===== src/rtl/hdmi_video_out.sv =====
// hdmi_video_out
//   Generates 720x480p60 (CEA-861 format 2) timing on video_clk. It reads the
//   160x144 2-bit-shade GameBoy framebuffer, scales it 3x to 480x432, centres
//   it in the active area and maps each shade to 24-bit RGB for the HDMI
//   transmitter.
// Ports
//   video_clk    in   pixel clock
//   rst          in   synchronous active-high reset
//   lcd_on       in   1 = show framebuffer, 0 = window shows shade 0 (no reads)
//   fb_rd        out  framebuffer read strobe (stage 0)
//   fb_addr      out  framebuffer address row*160+col; holds while fb_rd=0
//   fb_data      in   shade, valid the cycle after fb_rd
//   HDMI_TX_DE   out  data enable (active area)
//   HDMI_TX_HS   out  hsync, active-low
//   HDMI_TX_VS   out  vsync, active-low
//   HDMI_TX_D    out  pixel {R,G,B}
//   frame_start  out  pulse aligned with output pixel (0,0)
module hdmi_video_out #(
   parameter int          H_ACTIVE   = 720,
   parameter int          H_FP       = 16,
   parameter int          H_SYNC     = 62,
   parameter int          H_BP       = 60,
   parameter int          V_ACTIVE   = 480,
   parameter int          V_FP       = 9,
   parameter int          V_SYNC     = 6,
   parameter int          V_BP       = 30,
   parameter int          SCALE      = 3,
   parameter int          X_OFF      = 120,
   parameter int          Y_OFF      = 24,
   parameter logic [23:0] BORDER_RGB = 24'h000000
) (
   input  logic        video_clk,
   input  logic        rst,
   input  logic        lcd_on,
   output logic        fb_rd,
   output logic [14:0] fb_addr,
   input  logic [1:0]  fb_data,
   output logic        HDMI_TX_DE,
   output logic        HDMI_TX_HS,
   output logic        HDMI_TX_VS,
   output logic [23:0] HDMI_TX_D,
   output logic        frame_start
);

   localparam int FB_W = 160;
   localparam int FB_H = 144;

   localparam logic [9:0]  H_LAST = 10'(H_ACTIVE + H_FP + H_SYNC + H_BP - 1);
   localparam logic [9:0]  V_LAST = 10'(V_ACTIVE + V_FP + V_SYNC + V_BP - 1);
   localparam logic [9:0]  H_ACT  = 10'(H_ACTIVE);
   localparam logic [9:0]  V_ACT  = 10'(V_ACTIVE);
   localparam logic [9:0]  HS_BEG = 10'(H_ACTIVE + H_FP);
   localparam logic [9:0]  HS_END = 10'(H_ACTIVE + H_FP + H_SYNC - 1);
   localparam logic [9:0]  VS_BEG = 10'(V_ACTIVE + V_FP);
   localparam logic [9:0]  VS_END = 10'(V_ACTIVE + V_FP + V_SYNC - 1);
   localparam logic [9:0]  WX0    = 10'(X_OFF);
   localparam logic [9:0]  WX1    = 10'(X_OFF + FB_W * SCALE - 1);
   localparam logic [9:0]  WY0    = 10'(Y_OFF);
   localparam logic [9:0]  WY1    = 10'(Y_OFF + FB_H * SCALE - 1);
   localparam logic [1:0]  PH_LAST = 2'(SCALE - 1);
   localparam logic [14:0] ROW_STEP = 15'(FB_W);

   function automatic logic [23:0] shade_rgb(input logic [1:0] shade);
      case (shade)
         2'd0:    return 24'hE0F8D0;
         2'd1:    return 24'h88C070;
         2'd2:    return 24'h346856;
         default: return 24'h081820;
      endcase
   endfunction

   logic [9:0]  h_q, h_d, v_q, v_d;
   logic [1:0]  x_ph_q, x_ph_d, y_ph_q, y_ph_d;
   logic [7:0]  col_q, col_d;
   logic [14:0] row_base_q, row_base_d;
   logic [14:0] addr_hold_q, addr_hold_d;

   logic        de_p0, hs_p0, vs_p0, win_p0, fs_p0, rd_p0;
   logic [14:0] addr_p0;

   logic        de_p1_q, de_p1_d, hs_p1_q, hs_p1_d, vs_p1_q, vs_p1_d;
   logic        win_p1_q, win_p1_d, lcd_p1_q, lcd_p1_d, fs_p1_q, fs_p1_d;

   logic        de_p2_q, de_p2_d, hs_p2_q, hs_p2_d, vs_p2_q, vs_p2_d;
   logic        fs_p2_q, fs_p2_d;
   logic [23:0] d_p2_q, d_p2_d;

   // ---- stage 0: raster counters, window decode, framebuffer request ----
   always_comb begin
      de_p0   = (h_q < H_ACT) && (v_q < V_ACT);
      hs_p0   = !((h_q >= HS_BEG) && (h_q <= HS_END));
      vs_p0   = !((v_q >= VS_BEG) && (v_q <= VS_END));
      win_p0  = (h_q >= WX0) && (h_q <= WX1) && (v_q >= WY0) && (v_q <= WY1);
      fs_p0   = (h_q == 10'd0) && (v_q == 10'd0);
      rd_p0   = win_p0 && lcd_on;
      addr_p0 = row_base_q + {7'd0, col_q};
      fb_rd   = rd_p0;
      fb_addr = rd_p0 ? addr_p0 : addr_hold_q;
   end

   always_comb begin
      h_d         = (h_q == H_LAST) ? 10'd0 : h_q + 10'd1;
      v_d         = v_q;
      x_ph_d      = x_ph_q;
      col_d       = col_q;
      y_ph_d      = y_ph_q;
      row_base_d  = row_base_q;
      addr_hold_d = fb_addr;

      if (h_q == H_LAST)
         v_d = (v_q == V_LAST) ? 10'd0 : v_q + 10'd1;

      // Phase counters replace a divide-by-SCALE on the raster position.
      if (win_p0) begin
         if (x_ph_q == PH_LAST) begin
            x_ph_d = 2'd0;
            col_d  = col_q + 8'd1;
         end else begin
            x_ph_d = x_ph_q + 2'd1;
         end
      end
      if (h_q == H_LAST) begin
         x_ph_d = 2'd0;
         col_d  = 8'd0;
      end

      // The last window pixel of a line closes that source line.
      if (win_p0 && (h_q == WX1)) begin
         if (y_ph_q == PH_LAST) begin
            y_ph_d     = 2'd0;
            row_base_d = row_base_q + ROW_STEP;
         end else begin
            y_ph_d = y_ph_q + 2'd1;
         end
      end
      if ((h_q == H_LAST) && (v_q == V_LAST)) begin
         y_ph_d     = 2'd0;
         row_base_d = 15'd0;
      end
   end

   // ---- stage 1: delay controls to line up with returning fb_data ----
   always_comb begin
      de_p1_d  = de_p0;
      hs_p1_d  = hs_p0;
      vs_p1_d  = vs_p0;
      win_p1_d = win_p0;
      lcd_p1_d = rd_p0;
      fs_p1_d  = fs_p0;
   end

   // ---- stage 2: colour select into the output registers ----
   always_comb begin
      de_p2_d = de_p1_q;
      hs_p2_d = hs_p1_q;
      vs_p2_d = vs_p1_q;
      fs_p2_d = fs_p1_q;
      d_p2_d  = 24'h000000;
      if (de_p1_q) begin
         if (!win_p1_q)
            d_p2_d = BORDER_RGB;
         else
            d_p2_d = shade_rgb(lcd_p1_q ? fb_data : 2'd0);
      end
   end

   always_ff @(posedge video_clk) begin
      if (rst) begin
         h_q         <= 10'd0;
         v_q         <= 10'd0;
         x_ph_q      <= 2'd0;
         col_q       <= 8'd0;
         y_ph_q      <= 2'd0;
         row_base_q  <= 15'd0;
         addr_hold_q <= 15'd0;
         de_p1_q     <= 1'b0;
         hs_p1_q     <= 1'b1;
         vs_p1_q     <= 1'b1;
         win_p1_q    <= 1'b0;
         lcd_p1_q    <= 1'b0;
         fs_p1_q     <= 1'b0;
         de_p2_q     <= 1'b0;
         hs_p2_q     <= 1'b1;
         vs_p2_q     <= 1'b1;
         fs_p2_q     <= 1'b0;
         d_p2_q      <= 24'h000000;
      end else begin
         h_q         <= h_d;
         v_q         <= v_d;
         x_ph_q      <= x_ph_d;
         col_q       <= col_d;
         y_ph_q      <= y_ph_d;
         row_base_q  <= row_base_d;
         addr_hold_q <= addr_hold_d;
         de_p1_q     <= de_p1_d;
         hs_p1_q     <= hs_p1_d;
         vs_p1_q     <= vs_p1_d;
         win_p1_q    <= win_p1_d;
         lcd_p1_q    <= lcd_p1_d;
         fs_p1_q     <= fs_p1_d;
         de_p2_q     <= de_p2_d;
         hs_p2_q     <= hs_p2_d;
         vs_p2_q     <= vs_p2_d;
         fs_p2_q     <= fs_p2_d;
         d_p2_q      <= d_p2_d;
      end
   end

   assign HDMI_TX_DE  = de_p2_q;
   assign HDMI_TX_HS  = hs_p2_q;
   assign HDMI_TX_VS  = vs_p2_q;
   assign HDMI_TX_D   = d_p2_q;
   assign frame_start = fs_p2_q;

endmodule

===== config.mk =====
export PLATFORM = sky130hd
export DESIGN_NAME = hdmi_video_out
export DESIGN_NICKNAME = d
export VERILOG_FILES = /design/src/rtl/hdmi_video_out.sv
export SDC_FILE = /design/constraint.sdc
export NUM_CORES = 1
export LEC_CHECK = 0
export BUFFER_PORTS_ARGS = -buffer_cell sky130_fd_sc_hd__buf_4
export CORE_ASPECT_RATIO = 0.8
export CORE_MARGIN = 4
export CORE_UTILIZATION = 52
export DETAILED_ROUTE_END_ITERATION = 10
export PLACE_DENSITY = 0.87
export SKIP_CTS_REPAIR_TIMING = 1
export SYNTH_ARGS = -nofsm -noshare
export SYNTH_HDL_FRONTEND = slang
export SYNTH_SLANG_ARGS = --single-unit

===== constraint.sdc =====
create_clock -name video_clk -period 1.93 [get_ports video_clk]
set_input_delay 0.0965 -clock video_clk [delete_from_list [all_inputs] [get_ports video_clk]]
set_output_delay 0.0965 -clock video_clk [all_outputs]
set_load 0.05 [all_outputs]

==> results of run 1 <==
==> tightest hold or removal path, cell delays in order <==
cell	delay, ps
sky130_fd_sc_hd__buf_4	70
sky130_fd_sc_hd__nand2_1	110
sky130_fd_sc_hd__nor2_1	140
==> sequential cells by signal (all words and copies together) (netlist names) <==
name         cells
HDMI_TX_D        8
HDMI_TX_DE       1
HDMI_TX_HS       1
HDMI_TX_VS       1
addr_hold_q     15
col_q            8
de_p1_q          1
frame_start      1
fs_p1_q          1
h_q             10
hs_p1_q          1
lcd_p1_q         1
row_base_q      10
v_q             10
vs_p1_q          1
win_p1_q         1
x_ph_q           2
y_ph_q           2
==> cells in the mapped netlist, drive strengths merged (3+ instances only) <==
library cell and n:
nand2b 4, ha 17, xnor2 8, clkbuf 10, and4 4, nor3 6
mux2i 3, nand2 26, mux2 15, inv 9, or3 14, buf 27
a21oi 19, nor2 44, nor2b 18, nand4 14, o21ai 14, dfxtp 75
or4 4, nor4 4, nand3 13, and3 6, xor2 19
==> through the flow <==
stage | setup TNS (ps) | total power, mW | setup slack [ps]
finish | -10370 | 2.78 | -432
global route | -14640 | 2.86 | -474
CTS | -27160 | 2.75 | -996
detailed placement | -20120 | 1.73 | -597
global placement | -15190 | 1.72 | -484
floorplan | -3710 | 1.69 | -243
==> cell type report <==
cell class	count	area (um^2)	share of cell area
Multi-Input combinational cell	288	2250	0.457
Sequential cell	75	1520	0.308
Clock inverter	6	41.3	0.00837
Clock buffer	10	128	0.0259
Inverter	9	33.8	0.00685
Timing Repair Buffer	98	850	0.172
Tap cell	87	109	0.0221
==> power breakdown <==
group | switching [mW] | internal [mW] | leakage (nW)
combinational | 0.102 | 0.0536 | 1.36
clock | 0.601 | 0.466 | 0.0787
sequential | 0.00502 | 1.56 | 0.612
==> routing by layer <==
metal | global-route usage | vias to the layer above | wire length [um]
li1 | - | 1513 | -
met1 | 0.247 | 1590 | 4140
met2 | 0.325 | 194 | 5370
met3 | 0.0621 | 69 | 829
met4 | 0.0691 | 0 | 570
met5 | 0 | - | 0
==> cell families (layout without fill, tap and decap cells) <==
family / after synthesis / in the layout
compound gates: 47 / 47
xor+xnor: 27 / 27
fa+ha+maj: 18 / 18
buf+inv: 46 / 123
flops: 75 / 75
mux: 18 / 18
other cells: 1 / 7
simple gates: 170 / 171
==> how the worst max path moves through the flow <==
stage / from / endpoint / cells after the start
6_report: v_q[5]$_SDFFE_PP0P_ / fb_addr[10] / 6
5_1_grt: v_q[5]$_SDFFE_PP0P_ / fb_addr[10] / 6
4_1_cts: v_q[5]$_SDFFE_PP0P_ / fb_addr[0] / 5
3_5_place_dp: v_q[5]$_SDFFE_PP0P_ / fb_addr[0] / 5
3_3_place_gp: v_q[5]$_SDFFE_PP0P_ / fb_addr[14] / 5
2_1_floorplan: h_q[5]$_SDFF_PP0_ / addr_hold_q[10]$_SDFF_PP0_ / 7
==> results.md, run 1 <==
Synth:
- Summing every instance area after synthesis gives 3660 um^2.
- The share of the Yosys chip area taken by registers is 0.410.
- Summed over all instances, the cell type with the most area after synthesis is sky130_fd_sc_hd__dfxtp_1.
- Counting every instance in the synthesized netlist gives approximately 400.
- The number of warning messages in the yosys log is 0.
- The share of async-settable or async-resettable flops after synthesis is 0.
- The portion of synthesized area spent on multiplexers is 0.0543.
- Sorting the synthesized cells by area gives the leading types as sky130_fd_sc_hd__dfxtp_1 (41%), sky130_fd_sc_hd__ha_1 (5.8%), sky130_fd_sc_hd__mux2_2 (4.6%).
- Of the total synthesized cell area, the portion taken by full adders, half adders and majority gates is 0.0636.
- Of the post-synthesis cell area, the dominant cell type holds 0.410.
- The fraction of the mapped netlist area in compound gates was 0.0830.
- The number of unique standard cell types used by synthesis is 53.
- The main flop type after synthesis is sky130_fd_sc_hd__dfxtp_1.
- The flip-flop and latch count after synthesis is between 70 and 80.
- The xor and xnor fraction of the mapped netlist area is 0.0646.
- By area, the combinational part of the netlist is dominated by simple AND/OR/NAND/NOR gates.
- Of the total synthesized cell area, the portion taken by AND, OR, NAND and NOR gates is 0.254.
- The average cell area after synthesis is just over 9 um^2.
- The number of flops mapped to enable cells by yosys is 0.

Run status:
- The checks that failed: negative setup slack.
- The run finished, with violations left.

Finish:
- After filler insertion, the fill cell instance count of the layout stands at 444.
- The count of inserted antenna diode cells is 0.
- Measured on the finished design, the core utilization comes to 0.719.
- The final net count is roughly 500.
- The library cells used most frequently in the layout, excluding fill and tap cells, are sky130_fd_sc_hd__buf_4 (76), sky130_fd_sc_hd__dfxtp_1 (63), sky130_fd_sc_hd__nor2_1 (35), sky130_fd_sc_hd__nand2_1 (26), sky130_fd_sc_hd__buf_6 (19).
- The count of cells in the finished layout, fillers not included, comes to roughly 570.
- From synthesis to final layout, the design area changed by 34.8%.
- The fraction of layout cells with a size suffix above 1 is 0.418.
- The finished cells cover roughly 5000 um^2.
- The most frequent standard cell in the layout excluding fill and tap cells is sky130_fd_sc_hd__buf_4.

Floorplan:
- In this run the vertical extent of the chip is 83.1 um.
- The die is 102 um wide.
- The core region is 6860 um^2.
- The site row count is 27.
- The initial utilization of the core area, before any placement, comes to 0.534.
- The die covers about 8500 um^2.
- The top-level port count is 49.

GRT:
- The via count of the first global-routing pass is between 2000 and 3000.
- After global routing the overflow that remains totals 0.
- The first global-routing pass estimated roughly 14 mm of wire.
- The maximum number of pins on one net before global-route repair is 29.
- The initial antenna violation count is 0.
- The global-route usage over all layers is 0.199.

Worst setup path:
- In this run the worst path has a maximum fanout of 16.
- Traced cell by cell, the critical path runs through nor4_2 > o2bb2ai_2 > nor4_4 > buf_12 > mux2_4 > buf_4.
- The worst path buffer plus inverter count is 2.
- The largest incremental delay on the critical path is about 530 ps.
- The slowest library cell on the worst path is sky130_fd_sc_hd__nor4_2.
- The number of cells on the worst reg-to-reg path is 6.
- The type of destination of the critical path is a primary output.
- The worst setup path is launched from a register.
- The cell class contributing the biggest share of worst-path delay is simple AND/OR/NAND/NOR gates.
- The launching point of the worst reg2reg path is h_q[4]$_SDFF_PP0_.
- The required time reported for the critical path endpoint is about 1800 ps.
- The slack of the worst reg-to-reg path is -290 ps.
- The worst setup path is of the reg -> out kind.
- In this run the critical register-to-register path is captured at row_base_q[7]$_SDFFE_PP0P_.
- STA puts the critical path data arrival time at 2270 ps.

Placement:
- The number of placed cells counting well taps is about 540.
- The global placer's final weighted congestion is roughly 0.90.
- The placed instances occupy a cell area of between 4000 and 5000 um^2.
- The placed wire-length estimate after detailed placement is 6.02 mm.
- The count of buffers added on input and output ports is 41.

Timing:
- The hold violation total from the final report is 0.
- Setup repair after global routing could not meet its margin everywhere.
- The worst hold margin is a little over 100 ps.
- Once routing completed, OpenROAD measured the worst setup slack at -432 ps.
- The clock tree skew after final layout is 10.4 ps.
- The upper clock frequency limit is 423 MHz.
- The total setup violations reported at the end of the flow is 67.
- The final critical delay including setup and external delays is between 2000 and 2500 ps.
- Dividing the final minimum period by the clock period gives 1.22.
- The worst pin sits at a relative slew slack of 0.645.
- The final-report max-slew violation count was 0.
- At the pin with the least slew margin, the transition time is ~530 ps.

Drt:
- After detailed routing, the number of vias per cell comes to ~5.9.
- For this block, the routed nets add up to around 11 mm of wire.
- The violation count after the first detailed-routing iteration is around 210.
- The average routed wire per standard cell is 19.0 um.
- The first detailed-routing pass ran for 6 iterations.
- In the routed design, unresolved DRC markers number 0.
- The count of nets left with antenna violations once routing finished came out at 0.
- Detailed routing inserted a total of between 3000 and 4000 vias.

Power:
- Across the VDD grid, the largest voltage drop is between 0.2 and 0.3 mV.
- The leakage power figure is between 2 and 2.5 nW.
- The power density over the cells is around 560 nW/um^2.

Worst hold path:
- The endpoint of the worst hold path is HDMI_TX_D[19]$_SDFF_PP0_.
- The worst min-delay path startpoint is fb_data[0].
- The worst hold-check path type is in -> reg.
- Along the worst hold path, the cell count comes to 3.

Clock network:
- After clock tree synthesis, the clock-pin slew on the worst setup and hold paths is 90 ps.
- The total number of H-tree levels is 3.
- Counting along the longest clock path gives a buffer depth of 2.
- Clock tree synthesis found a total of 75 sinks.
- The tree is rooted in a sky130_fd_sc_hd__clkbuf_8.
- The latest clock arrival within the worst-skew pair is about 360 ps.
- TritonCTS created 9 clock buffers.
- TritonCTS built the clock tree.

Job:
- Across the run, the number of max-cap violations was 0.
No activity file was read; power rests on OpenSTA's default activity.
==> run 2: changes to the inputs <==
==> constraint.sdc (replaced) <==
create_clock -name video_clk -period 1.93 [get_ports video_clk]
set_input_delay 0.0965 -clock video_clk [delete_from_list [all_inputs] [get_ports video_clk]]
set_output_delay 0.0965 -clock video_clk [all_outputs]
set_load 0.02 [all_outputs]
==> results.md, run 2 (same netlist as run 1, synthesis figures left out) <==
Clock network:
- The total number of H-tree levels is 3 (unchanged).
- The clock-pin slew on the worst setup and hold paths is 80 ps (was 90 ps).
- The number of clock sinks seen by CTS came to 75 (unchanged).
- The latest clock arrival within the worst-skew pair is 350 ps (was 360 ps).
- The TritonCTS clock tree is done (unchanged).
- The deepest clock path buffer count is 2 (unchanged).
- The clock buffer count from CTS was 9 (unchanged).
- The clock root buffer is sky130_fd_sc_hd__clkbuf_8 (unchanged).

Worst setup path:
- The critical path startpoint category is a register (unchanged).
- The data arrival time at the worst-slack endpoint came to 2230 ps (was 2270 ps).
- The reg-to-reg critical path endpoint is addr_hold_q[8]$_SDFF_PP0_ (was row_base_q[7]$_SDFFE_PP0P_).
- The largest fanout of any net on the critical path is 5 (was 16).
- The launching point of the worst reg2reg path is h_q[3]$_SDFF_PP0_ (was h_q[4]$_SDFF_PP0_).
- The number of cells on the worst reg-to-reg path is 10 (was 6).
- The required time reported for the critical path endpoint is 1830 ps (about the same).
- The slack of the worst reg-to-reg path is -150 ps (was -290 ps).
- The category of the critical setup timing path was reg -> out (unchanged).
- The type of destination of the critical path is a primary output (unchanged).

Drt:
- The violation count after the first detailed-routing iteration is 190 (was 212).
- The average routed wire per standard cell is 17.1 um (was 19.0 um).
- The total iterations of the first detailed-routing run is 4 (was 6).
- The sum of routed wire length over all layers is 9.72 mm (was 10.9 mm).
- The detailed-route vias per instance was 5.56 (was 5.87).
- The number of nets still failing antenna checks after routing is 0 (unchanged).
- The via count of the routed design is 3159 (was 3366).
- The post-detailed-route DRC marker count is 0 (unchanged).

Finish:
- The most frequent standard cell in the layout excluding fill and tap cells is sky130_fd_sc_hd__buf_4 (unchanged).
- The layout overhead on the synthesized area is 33.6% (was 34.8%).
- The count of inserted antenna diode cells came to 0 (unchanged).
- The final net count is 499 (was 504).
- The register area came to 1520 um^2 (about the same).
- The number of cells in the finished layout apart from fillers came to 568 (was 573).
- The largest register by flop count is addr_hold_q (unchanged).
- The area of the multi-input gates is 2170 um^2 (was 2250 um^2).
- The number of fillers in the final layout is 443 (was 444).
- The flip-flop count of the largest register after layout is 15 (unchanged).
- Top library cells by usage in the layout, fill and taps aside: sky130_fd_sc_hd__buf_4 (65), sky130_fd_sc_hd__dfxtp_1 (64), sky130_fd_sc_hd__nor2_1 (44), sky130_fd_sc_hd__buf_6 (27), sky130_fd_sc_hd__nand2_1 (25) (was sky130_fd_sc_hd__buf_4 (76), sky130_fd_sc_hd__dfxtp_1 (63), sky130_fd_sc_hd__nor2_1 (35), sky130_fd_sc_hd__nand2_1 (26), sky130_fd_sc_hd__buf_6 (19)).
- The fraction of layout cells with a size suffix above 1 is 0.362 (was 0.418).

GRT:
- The global-route congestion overflow total is 0 (unchanged).
- The met2 track utilization from global routing is 0.324 (was 0.325).
- The wire length of the first global-routing pass came to 13.4 mm (was 13.6 mm).
- The peak-usage layer in the global routing report is met2 (unchanged).
- The maximum number of pins on one net before global-route repair is 29 (unchanged).
- The via count of the first global-routing pass was 2926 (was 2934).
- The routing usage on met3 is 0.0630 (was 0.0621).
- The initial antenna violation count was 0 (unchanged).
- The global-route usage over all layers is 0.199 (about the same).
- The met1 track demand over resource in global routing is 0.246 (was 0.247).

Placement:
- The worst-case setup slack after placement was -56.6 ps (was -597 ps).
- The placed wire-length estimate after detailed placement is 6.03 mm (was 6.02 mm).
- The quantity of I/O buffers inserted on ports came to 41 (unchanged).
- The global placer's final weighted congestion is 0.930 (was 0.896).
- The number of placed cells counting well taps is 543 (was 542).

Worst hold path:
- The worst hold-check path type is in -> reg (unchanged).
- The worst min-delay path startpoint was fb_data[0] (unchanged).
- The number of cells on the worst hold path came to 3 (unchanged).
- The endpoint of the worst hold path is HDMI_TX_D[19]$_SDFF_PP0_ (unchanged).

Power:
- The worst supply voltage drop on vdd is 0.395 mV (was 0.295 mV).
- The power density over the cells came to 610 nW/um^2 (was 564 nW/um^2).
- The leakage power figure is 2.05 nW (about the same).

Floorplan:
- The initial cell density of the core came to 0.534 (unchanged).
- The die outline height is 83.1 um (unchanged).
- The site row count is 27 (unchanged).
- The chip width came to 102 um (unchanged).
- The area of the die was 8460 um^2 (unchanged).
- The total core area came to 6860 um^2 (unchanged).
- The top-level port count came to 49 (unchanged).

Timing:
- The clock tree skew after final layout is 13.2 ps (was 10.4 ps).
- The upper clock frequency limit is 430 MHz (was 423 MHz).
- The period utilization came to 1.21 (was 1.22).
- The worst setup slack after layout was -397 ps (was -432 ps).
- The hold violation total from the final report is 0 (unchanged).
- RSZ-0062 raised after global routing: yes (unchanged).
- The final critical delay including setup and external delays is 2330 ps (was 2360 ps).
- The total setup violations reported at the end of the flow is 39 (was 67).
- The final-report max-slew violation count is 0 (unchanged).

Run status:
- Status: finished with violations (unchanged).
- Failing checks: negative setup slack (unchanged).

Job:
- The max-cap violation count was 0 (unchanged).
[run 2: cell count changes in the layout (fill, tap and decap cells not counted), sizes merged]
cell	delta
clkinv	+1
or3	-1
inv	-1
buf	-4
bufinv	+2
clkinvlp	-2
[run 2: how the worst max path moves through the flow]
stage,from,end
final,row_base_q[7]$_SDFFE_PP0P_,fb_addr[14]
after global routing,h_q[3]$_SDFF_PP0_,fb_addr[13]
after CTS,h_q[7]$_SDFF_PP0_,fb_addr[14]
after detailed placement,h_q[7]$_SDFF_PP0_,row_base_q[7]$_SDFFE_PP0P_
after global placement,h_q[4]$_SDFF_PP0_,row_base_q[7]$_SDFFE_PP0P_
after floorplan,h_q[5]$_SDFF_PP0_,addr_hold_q[10]$_SDFF_PP0_
[run 2: worst max-delay path, cell delays in order (launching register included)]
cell and delay, ps:
sky130_fd_sc_hd__dfxtp_1 400, sky130_fd_sc_hd__ha_1 310, sky130_fd_sc_hd__a21oi_1 370, sky130_fd_sc_hd__a211oi_1 170, sky130_fd_sc_hd__xor2_1 190, sky130_fd_sc_hd__mux2_4 300
sky130_fd_sc_hd__buf_6 140
[run 2: metrics by stage]
stage / power [mW] / hold slack [ps] / util / area [um^2] / setup TNS [ps]
6_report: 2.98 / 101 / 0.713 / 4890 / -6850
5_1_grt: 3.08 / 96.9 / 0.713 / 4890 / -10210
4_1_cts: 3.00 / 85.1 / 0.660 / 4530 / -6140
3_5_place_dp: 1.70 / 394 / 0.628 / 4310 / -237
3_3_place_gp: 1.70 / 396 / 0.628 / 4310 / -8.29
2_1_floorplan: 1.67 / 298 / - / 3790 / -1460
[run 2: layout make-up]
cell class                      count  area share
Inverter                            9     0.00691
Sequential cell                    75       0.311
Timing Repair Buffer               94       0.171
Tap cell                           87      0.0223
Multi-Input combinational cell    287       0.444
Clock buffer                       10      0.0261
Clock inverter                      6      0.0184
[run 2: per-layer routing]
metal	routed length (um)	vias to the layer above
li1	-	1507
met3	610	31
met2	4840	112
met5	0	-
met4	303	0
met1	3970	1509
[run 2: report_power, final]
part	switching [mW]	leakage (nW)	internal (mW)
clock network	0.581	0.106	0.730
registers	0.00400	0.612	1.55
logic	0.0723	1.33	0.0420
==> run 3: changes to the inputs <==
--- a/config.mk
+++ b/config.mk
@@ -8,9 +8,9 @@
 export BUFFER_PORTS_ARGS = -buffer_cell sky130_fd_sc_hd__buf_4
 export CORE_ASPECT_RATIO = 0.8
 export CORE_MARGIN = 4
-export CORE_UTILIZATION = 52
+export CORE_UTILIZATION = 55
 export DETAILED_ROUTE_END_ITERATION = 10
-export PLACE_DENSITY = 0.87
+export PLACE_DENSITY = 0.88
 export SKIP_CTS_REPAIR_TIMING = 1
 export SYNTH_ARGS = -nofsm -noshare
 export SYNTH_HDL_FRONTEND = slang
==> constraint.sdc (replaced) <==
create_clock -name video_clk -period 2.4 [get_ports video_clk]
set_input_delay 0.12 -clock video_clk [delete_from_list [all_inputs] [get_ports video_clk]]
set_output_delay 0.12 -clock video_clk [all_outputs]
set_load 0.02 [all_outputs]
==> results.md, run 3 (same netlist as run 1, synthesis figures left out) <==
Worst setup path:
- The data arrival time at the worst-slack endpoint is 2630 ps (was 2230 ps).
- The worst path buffer plus inverter count came to 1 (unchanged).
- The largest fanout of any net on the critical path is 5 (unchanged).
- The critical path startpoint category is a register (unchanged).
- The reg-to-reg critical path endpoint is row_base_q[7]$_SDFFE_PP0P_ (was addr_hold_q[8]$_SDFF_PP0_).
- The launching instance or port of the critical path is h_q[5]$_SDFF_PP0_ (was row_base_q[7]$_SDFFE_PP0P_).
- The largest incremental delay on the critical path is 550 ps (was 400 ps).
- The type of destination of the critical path is a register (was primary output).
- The cell class contributing the biggest share of worst-path delay is simple AND/OR/NAND/NOR gates (was compound AO/OA/AOI/OAI gates).
- The slowest library cell on the worst path was sky130_fd_sc_hd__or4b_4 (was sky130_fd_sc_hd__dfxtp_1).
- The slack of the worst reg-to-reg path came to 60 ps (was -150 ps).
- The category of the critical setup timing path is reg -> reg (was reg -> out).
- The number of cells on the worst reg-to-reg path is 6 (was 10).
- The launching point of the worst reg2reg path is h_q[5]$_SDFF_PP0_ (was h_q[3]$_SDFF_PP0_).
- Critical path cell sequence: buf_4 > nand4bb_1 > a2111oi_4 > or4b_4 > or3_1 > a21oi_1 (was ha_1 > a21oi_1 > a211oi_1 > xor2_1 > mux2_4 > buf_6).
- The required time reported for the critical path endpoint is 2690 ps (was 1830 ps).

GRT:
- The via count of the first global-routing pass is 2705 (was 2926).
- The global-route usage over all layers was 0.190 (was 0.199).
- The wire length of the first global-routing pass is 12.2 mm (was 13.4 mm).
- The maximum number of pins on one net before global-route repair is 29 (unchanged).
- The initial antenna violation count is 0 (unchanged).
- The global-route congestion overflow total is 0 (unchanged).

Finish:
- The largest register by flop count is addr_hold_q (unchanged).
- The fraction of layout cells with a size suffix above 1 came to 0.246 (was 0.362).
- The most frequent standard cell in the layout excluding fill and tap cells is sky130_fd_sc_hd__dfxtp_1 (was sky130_fd_sc_hd__buf_4).
- The layout overhead on the synthesized area was 16.1% (was 33.6%).
- The final net count was 461 (was 499).
- The flip-flop count of the largest register after layout was 15 (unchanged).
- Top library cells by usage in the layout, fill and taps aside: sky130_fd_sc_hd__dfxtp_1 (67), sky130_fd_sc_hd__buf_4 (54), sky130_fd_sc_hd__nor2_1 (44), sky130_fd_sc_hd__nand2_1 (26) (was sky130_fd_sc_hd__buf_4 (65), sky130_fd_sc_hd__dfxtp_1 (64), sky130_fd_sc_hd__nor2_1 (44), sky130_fd_sc_hd__buf_6 (27), sky130_fd_sc_hd__nand2_1 (25)).
- The number of cells in the finished layout apart from fillers is 527 (was 568).
- The count of inserted antenna diode cells is 0 (unchanged).

Placement:
- The placed wire-length estimate after detailed placement is 5.27 mm (was 6.03 mm).
- The global placer's final weighted congestion is 0.965 (was 0.930).
- The quantity of I/O buffers inserted on ports is 41 (unchanged).
- The number of placed cells counting well taps is 503 (was 543).
- The worst-case setup slack after placement is 135 ps (was -56.6 ps).

Timing:
- Subtracting the final worst setup slack from the clock period gives between 2000 and 2500 ps.
- For the pin with the worst max-slew slack, the measured transition is 506 ps.
- The hold violation total from the final report was 0 (unchanged).
- The upper clock frequency limit is between 400 and 500 MHz.
- The clock tree skew after final layout was 15.1 ps (was 13.2 ps).
- The worst pin sits at a relative slew slack of 0.659.
- The worst setup slack after layout is 60.8 ps (was -397 ps).
- The final-report max-slew violation count was 0 (unchanged).
- The period utilization is 0.975.
- The worst hold margin came to 69.2 ps (was 101 ps).
- The total setup violations reported at the end of the flow was 0 (was 39).

Worst hold path:
- The endpoint of the worst hold path is HDMI_TX_D[19]$_SDFF_PP0_ (unchanged).
- The number of cells on the worst hold path was 3 (unchanged).
- The worst hold-check path type is in -> reg (unchanged).
- The worst min-delay path startpoint is fb_data[0] (unchanged).

Power:
- The net switching component of the power is 0.574 mW (was 0.657 mW).
- The switching share of total power was 0.257 (was 0.220).
- The leakage power figure is 1.79 nW (was 2.05 nW).
- The combinational share of power was 0.033 (was 0.038).
- The worst supply voltage drop on vdd is 0.287 mV (was 0.395 mV).
- The portion of total power attributed to sequential cells is 0.559 (was 0.522).
- The cell internal power dissipation is 1.66 mW (was 2.33 mW).
- The power density over the cells is 526 nW/um^2 (was 610 nW/um^2).
- The share of power burned in the clock network is 0.408 (was 0.439).

Floorplan:
- The total core area was 6410 um^2 (was 6860 um^2).
- The site row count is 26 (was 27).
- The top-level port count is 49 (unchanged).
- The area of the die came to 8030 um^2 (was 8460 um^2).
- The chip width was 99.2 um (was 102 um).
- The die outline height was 81.0 um (was 83.1 um).
- The initial cell density of the core is 0.571 (was 0.534).

Clock network:
- The total number of H-tree levels is 3 (unchanged).
- The clock root buffer is sky130_fd_sc_hd__clkbuf_8 (unchanged).
- The clock buffer count from CTS is 9 (unchanged).
- The deepest clock path buffer count is 2 (unchanged).
- The number of clock sinks seen by CTS is 75 (unchanged).
- The clock-pin slew on the worst setup and hold paths was 90 ps (was 80 ps).
- The TritonCTS clock tree is done (unchanged).
- The latest clock arrival within the worst-skew pair was 360 ps (was 350 ps).

Drt:
- The total iterations of the first detailed-routing run is 5 (was 4).
- The number of nets still failing antenna checks after routing is 0 (unchanged).
- The post-detailed-route DRC marker count is 0 (unchanged).
- The average routed wire per standard cell is 14.6 um (was 17.1 um).
- The detailed-route vias per instance came to 5.60 (was 5.56).
- The sum of routed wire length over all layers is 7.68 mm (was 9.72 mm).
- The violation count after the first detailed-routing iteration is 197 (was 190).
- The via count of the routed design is 2949 (was 3159).

Job:
- The max-cap violation count is 0 (unchanged).

Run status:
- Status: finished, final reports clean (was finished with violations).
==> run 3: changes by cell type in the layout (fill, tap and decap cells not counted), sizes merged <==
cell and delta:
buf -37, bufinv -2, clkbuf -2, clkinv -3, clkinvlp +2, inv +4
==> run 3: final cells by class <==
cell class              count  area (um^2)
repair buffers             56          428
multi-input cells         287         1970
fillers                   476         2160
clock inverters             7         60.1
clock buffers               9          124
well taps                  84          105
inverters                   9         33.8
flip-flops and latches     75         1530
==> run 3: layer usage <==
| metal | wire, um | share of wire | up-vias | global-route usage |
|---|---|---|---|---|
| met5 | 0 | 0 | - | 0 |
| met4 | 149 | 0.019 | 0 | 0.0791 |
| met3 | 591 | 0.077 | 20 | 0.0601 |
| met2 | 3560 | 0.46 | 121 | 0.305 |
| met1 | 3390 | 0.44 | 1373 | 0.239 |
| li1 | - | - | 1435 | - |
==> run 3: worst max path at each step <==
stage,cells after the start,slack (ps),to
4_1_cts,6,-120,fb_addr[7]
3_5_place_dp,5,130,col_q[3]$_SDFFE_PP0P_
6_report,6,60,row_base_q[7]$_SDFFE_PP0P_
2_1_floorplan,7,140,addr_hold_q[8]$_SDFF_PP0_
3_3_place_gp,5,200,col_q[3]$_SDFFE_PP0P_
5_1_grt,6,-10,row_base_q[7]$_SDFFE_PP0P_
==> run 3: worst min-delay path, stage by stage <==
cell                      delay, ps
sky130_fd_sc_hd__buf_4           80
sky130_fd_sc_hd__nand2_1         90
sky130_fd_sc_hd__nor2_1         110
==> run 3: metrics by stage <==
step / TNS, ps / area (um^2) / total power, mW / utilization
after floorplan: 0 / 3680 / 1.34 / -
after global placement: 0 / 3930 / 1.36 / 0.613
after detailed placement: 0 / 3930 / 1.36 / 0.613
after CTS: -1630 / 4110 / 2.25 / 0.642
after global routing: -12.3 / 4250 / 2.32 / 0.663
final: 0 / 4250 / 2.23 / 0.663
==> run 3: power by group through the flow <==
stage	clock [mW]	combinational, mW	sequential, mW
detailed placement	0	0.0732	1.29
finish	0.911	0.0749	1.25
floorplan	0	0.0564	1.29
CTS	0.925	0.0737	1.26
global route	0.988	0.0818	1.25
global placement	0	0.0720	1.29
